==> src/rtl/key_select_queue.sv <==
// Key-event selector: maps programmable scan codes to IDs, drops typematic repeats,
// and queues confirmed selections behind a valid/ready output port.
module key_select_queue #(
    parameter int                    NUM_KEYS         = 12,
    parameter logic [NUM_KEYS*9-1:0] KEY_TABLE        = {9'h03A, 9'h032, 9'h031, 9'h02A,
                                                         9'h03B, 9'h033, 9'h034, 9'h02B,
                                                         9'h03C, 9'h035, 9'h02C, 9'h02D},
    parameter logic [8:0]            CONFIRM_CODE     = 9'h05A,
    parameter logic [8:0]            CANCEL_CODE      = 9'h066,
    parameter int                    FIFO_DEPTH       = 4,
    parameter bit                    CLEAR_ON_CONFIRM = 1'b0,
    localparam int                   IDW              = $clog2(NUM_KEYS + 1),
    localparam int                   CW               = $clog2(FIFO_DEPTH) + 1
) (
    input  logic           clk,
    input  logic           rst,
    input  logic           ev_valid,
    input  logic [8:0]     ev_code,
    input  logic           ev_make,
    output logic [IDW-1:0] sel_id,
    output logic           sel_change,
    output logic           out_valid,
    output logic [IDW-1:0] out_id,
    input  logic           out_ready,
    output logic           overflow,
    output logic [CW-1:0]  count
);

    // Output handshake: the head entry on out_id transfers on any rising clk edge
    // where out_valid and out_ready are both 1; out_valid never depends on out_ready.

    localparam int             PW       = $clog2(FIFO_DEPTH);
    localparam int             HW       = NUM_KEYS + 2;
    localparam int             CONF_BIT = NUM_KEYS;
    localparam int             CANC_BIT = NUM_KEYS + 1;
    localparam logic [IDW-1:0] NONE     = IDW'(NUM_KEYS);
    localparam logic [CW-1:0]  FULL     = CW'(FIFO_DEPTH);

    logic [IDW-1:0] sel_q, sel_d;
    logic           sel_change_q, sel_change_d;
    logic           overflow_q, overflow_d;
    logic [HW-1:0]  held_q, held_d;
    logic [CW-1:0]  count_q, count_d;
    logic [PW-1:0]  wr_ptr_q, wr_ptr_d;
    logic [PW-1:0]  rd_ptr_q, rd_ptr_d;
    logic [IDW-1:0] mem_q [FIFO_DEPTH];

    logic           hit;
    logic [IDW-1:0] hit_idx;
    logic           is_conf;
    logic           is_canc;
    logic [HW-1:0]  key_mask;
    logic           act_make;
    logic           push_req;
    logic           push_acc;
    logic           pop;

    // Table lookup; scanning downwards leaves the lowest matching index.
    always_comb begin
        hit      = 1'b0;
        hit_idx  = '0;
        key_mask = '0;
        for (int i = NUM_KEYS - 1; i >= 0; i--) begin
            if (ev_code == KEY_TABLE[i*9 +: 9]) begin
                hit         = 1'b1;
                hit_idx     = IDW'(i);
                key_mask    = '0;
                key_mask[i] = 1'b1;
            end
        end
        is_conf = !hit && (ev_code == CONFIRM_CODE);
        is_canc = !hit && !is_conf && (ev_code == CANCEL_CODE);
        if (is_conf) key_mask[CONF_BIT] = 1'b1;
        if (is_canc) key_mask[CANC_BIT] = 1'b1;
    end

    // Unmapped codes leave key_mask empty, so they are never filtered.
    assign act_make = ev_valid && ev_make && ((held_q & key_mask) == '0);
    assign pop      = (count_q != '0) && out_ready;
    assign push_req = act_make && is_conf && (sel_q != NONE);
    assign push_acc = push_req && ((count_q != FULL) || pop);

    always_comb begin
        held_d = held_q;
        if (ev_valid) begin
            if (ev_make) held_d = held_q | key_mask;
            else         held_d = held_q & ~key_mask;
        end
    end

    always_comb begin
        sel_d = sel_q;
        if (act_make) begin
            if (hit) begin
                sel_d = hit_idx;
            end else if (is_conf) begin
                if (CLEAR_ON_CONFIRM && push_acc) sel_d = NONE;
            end else begin
                sel_d = NONE;
            end
        end
        sel_change_d = (sel_d != sel_q);
        overflow_d   = push_req && !push_acc;
    end

    always_comb begin
        wr_ptr_d = wr_ptr_q;
        rd_ptr_d = rd_ptr_q;
        count_d  = count_q;
        if (push_acc) wr_ptr_d = wr_ptr_q + PW'(1);
        if (pop)      rd_ptr_d = rd_ptr_q + PW'(1);
        case ({push_acc, pop})
            2'b10:   count_d = count_q + CW'(1);
            2'b01:   count_d = count_q - CW'(1);
            default: count_d = count_q;
        endcase
    end

    always_ff @(posedge clk or negedge rst) begin
        if (!rst) begin
            sel_q        <= NONE;
            sel_change_q <= 1'b0;
            overflow_q   <= 1'b0;
            held_q       <= '0;
            count_q      <= '0;
            wr_ptr_q     <= '0;
            rd_ptr_q     <= '0;
        end else begin
            sel_q        <= sel_d;
            sel_change_q <= sel_change_d;
            overflow_q   <= overflow_d;
            held_q       <= held_d;
            count_q      <= count_d;
            wr_ptr_q     <= wr_ptr_d;
            rd_ptr_q     <= rd_ptr_d;
        end
    end

    // Storage is not reset; out_id is masked to zero whenever the queue is empty.
    always_ff @(posedge clk) begin
        if (push_acc) mem_q[wr_ptr_q] <= sel_q;
    end

    assign sel_id     = sel_q;
    assign sel_change = sel_change_q;
    assign overflow   = overflow_q;
    assign count      = count_q;
    assign out_valid  = (count_q != '0);
    assign out_id     = out_valid ? mem_q[rd_ptr_q] : '0;

endmodule
==> config.mk <==
export PLATFORM = sky130hd
export DESIGN_NAME = key_select_queue
export DESIGN_NICKNAME = d
export VERILOG_FILES = /design/src/rtl/key_select_queue.sv
export SDC_FILE = /design/constraint.sdc
export NUM_CORES = 1
export LEC_CHECK = 0
export BUFFER_PORTS_ARGS = -buffer_cell sky130_fd_sc_hd__clkbuf_2
export CORE_MARGIN = 5
export CORE_UTILIZATION = 58
export DETAILED_ROUTE_END_ITERATION = 8
export PLACE_DENSITY = 0.85
export SLEW_MARGIN = 20
export SYNTH_ARGS = -nofsm -noshare
export SYNTH_HDL_FRONTEND = slang
export SYNTH_SLANG_ARGS = --single-unit
==> constraint.sdc <==
create_clock -name clk -period 3.2 [get_ports clk]
set_clock_uncertainty 0.05 [all_clocks]
set_input_delay 0.32 -clock clk [delete_from_list [all_inputs] [get_ports clk]]
set_output_delay 0.32 -clock clk [all_outputs]
set_load 0.1 [all_outputs]
==> results.toml <==
[pwr]
switching_share_pct = 45.04
p_seq_share_pct = 36.3
clock_power_share_pct = 22.8
power.internal_mw = 1.020
static_leakage_nw = 1.159
peakVddDrop_v = 0.0003842
power.density_mw_per_mm2 = 684.3
power.net_switching_uw = 835.9
share_comb_of_total_power_pct = 41.0

[placed_design]
place.gp.congestion = 0.9046
place.port_buffers = 27
detailedPlace.worstSlack_ns = 0.6002
dpl.hpwl_mm = 3.790

[clock_tree]
clkLatencyLatePin_ns = 0.30
clkTransAtPathRegs_ns = 0.08
tritoncts_num_sinks = 43
post-cts-setup-buffer-count = 0
cts.path.max_buffers = 2
root_buffer = "clkbuf_8"
cts-buffers-inserted = 5
tritoncts_clock_tree = "built"
cts_htree_levels = 2
cts.repair.resized = 0
hold_buffers = 0

[drt]
final_antenna_violating_net_count = 0
drt-total-wl_mm = 5.133
vias_after_detailed_routing = 1820
drt-pass1-iter-count = 5
post_drt_wl_per_cell_um = 17.76
vias_per_cell = 6.298
drt-initial-drc-count = 189
remaining_drc_errors = 0

[synth]
yosys.cell_types.count = 54
yosys_warnings = 0
number_of_enable_type_register_cells_in_the_synthesized_netlist = 16
syn-instance-count = 213
combined_area_of_all_synthesized_cells_mm2 = 0.002444
synth_seq_cells = 43
ys_seq_area_share_pct = 47.41
post_synth.cell_area_avg_um2 = 11.47
async_flop_share_pct = 62.79
synth.net_count = 232
yosys_most_used_dff = "dfrtp_1"

[critical_path]
crit_path_frequent_cell = "a31oi_1"
crit_slowest_cell = "a2111oi_4"
timing.critical_path.required_ns = 3.34
setup.worst_path.end_class = "flop"
critical-path-max-stage-delay_ns = 0.44
worstPathCellList = "mux2_4, a32o_2, a2111oi_4, a31oi_1, fa_1, a311oi_1, a31oi_1, xnor2_1"
crit_fanout = 5
critPathArrivalTime_ns = 2.66
crit_type = "flop to flop"
worst_setup_path_start_kind = "flop"

[grt]
grt_max_degree = 28
grt_overflow = 0
globalRouteTotalUtil_pct = 20.32
wire_length_of_the_first_global_routing_pass_mm = 8.562
antenna_found_initial = 0
first_global_vias = 1779

[floorplanning]
die_h_um = 74.91
core_area_mm2 = 0.004029
floorplan.rows = 23
fp.dieArea_mm2 = 0.005612
ios = 28
floorplan.initialDensity_pct = 60.65
fp.dieW_um = 74.91

[run]
max_cap_viol_count = 0

[outcome]
status = "finished, violations left"
failed_checks = "hold timing"

[layout]
final_nets = 257
layout-drive-gt1-share_pct = 27.20
layout.cells.most_common = "clkbuf_2"
antenna-diode-count = 0
layout-area-overhead-vs-synth_pct = 11.01
final_cell_mix = "clkbuf_2, dfrtp_1, nand2_1, edfxtp_1, mux2_2"

[timing]
maxSlewHeadroom_pct = 53.92
whs_ns = -0.003703
post_layout_min_period_ns = 2.518
drv_slew = 0
worstMarginPinSlew_ns = 0.6912
rsz0062_at_grt = "no"
post-route-worst-setup-slack_ns = 0.6817
fin_tns_setup_ns = 0
achievable-frequency_mhz = 397.1
final_min_period_over_clock_period_pct = 78.70
finalHoldViolCount = 11
finalSetupViolations = 0

[worst_hold_path]
min-delay-path-class = "input pin to asynchronous set/reset pin"
## stage by stage
step | hold WS (ns) | power, mW | utilization (%) | area (um2) | std cells
3_5_place_dp | 0.3426 | 1.450 | 64.53 | 2600 | 281
4_1_cts | 0.02228 | 1.866 | 67.33 | 2713 | 289
2_1_floorplan | -0.02559 | 1.334 | - | 2451 | 213
3_3_place_gp | 0.3383 | 1.432 | 64.53 | 2600 | 281
6_report | -0.003703 | 1.856 | 67.33 | 2713 | 289
5_1_grt | 0.06153 | 1.946 | 67.33 | 2713 | 289
## synth_stat cells, types with 4 or more instances
cell      number  area share, %
and2_1        10            2.6
and3_1         5            1.3
and4_1         4            1.4
clkbuf_1       7            1.1
dfrtp_1       25             26
edfxtp_1      16             20
ha_1           4            2.0
inv_1          9            1.4
mux2_2        15            6.9
mux2i_1        5            2.0
mux4_2         4            3.7
nand2_1       16            2.5
nand3_1       13            2.7
nor2_1         6           0.92
nor2b_1        6            1.5
nor3_1         4           0.82
o21ai_0        6            1.2
xnor2_1        4            1.4
## power groups by stage
stage                     clock, mW  sequential (mW)  combinational [mW]
after detailed placement          0            0.687               0.764
after global routing          0.455            0.686               0.805
after floorplan                   0            0.806               0.527
after global placement            0            0.683               0.749
final                         0.422            0.674               0.760
after CTS                     0.426            0.675               0.765
## cell families (layout without fill, tap and decap cells)
logic type	Yosys count	count (layout)	share of synthesized area, %
AO/OA/AOI/OAI	26	26	8.654
AND/OR/NAND/NOR	88	88	21.97
multiplexers	25	25	13.26
adder cells (fa/ha/maj)	5	5	2.867
flip-flops	43	43	47.41
XOR/XNOR	6	6	2.151
buffers and inverters	20	46	3.686
## critical path: cells and delay by family (launching register included)
kind / cells / cell delay [ns]
AO/OA/AOI/OAI: 5 / 1.15
XOR/XNOR: 1 / 0.14
adder cells (fa/ha/maj): 1 / 0.40
flip-flops: 1 / 0.40
multiplexers: 1 / 0.27
## layer usage
layer / part of all wire (%) / vias to the layer above / track usage, %
met3: 5.3 / 9 / 4.005
li1: - / 844 / -
met5: 0 / - / 0
met4: 1.6 / 0 / 6.917
met1: 42 / 902 / 26.88
met2: 51 / 65 / 33.56
## path summary, 6_finish.rpt
check | to | slack (ns) | cells past startpoint
setup / recovery | count[2] | 0.68 | 8
hold / removal | asynchronous set/reset pin | -0.004 | 1
setup reg to reg | count[2] | 0.68 | 8
hold reg to reg | flop | 0.46 | 1
max in group asynchronous | rd_ptr_q[0] | 2.66 | 1
min in group clk | rd_ptr_q[1] | 0.26 | 3
## area by class of cell
cell class / instances / area [um2]
tap: 50 / 62.56
multi-input combinational: 150 / 1195
clock inverter: 3 / 43.79
fill: 320 / 1316
inverter: 9 / 33.78
timing repair buffer: 29 / 150.1
clock buffer: 5 / 68.82
sequential: 43 / 1159
No activity file was read; power rests on OpenSTA's default activity.
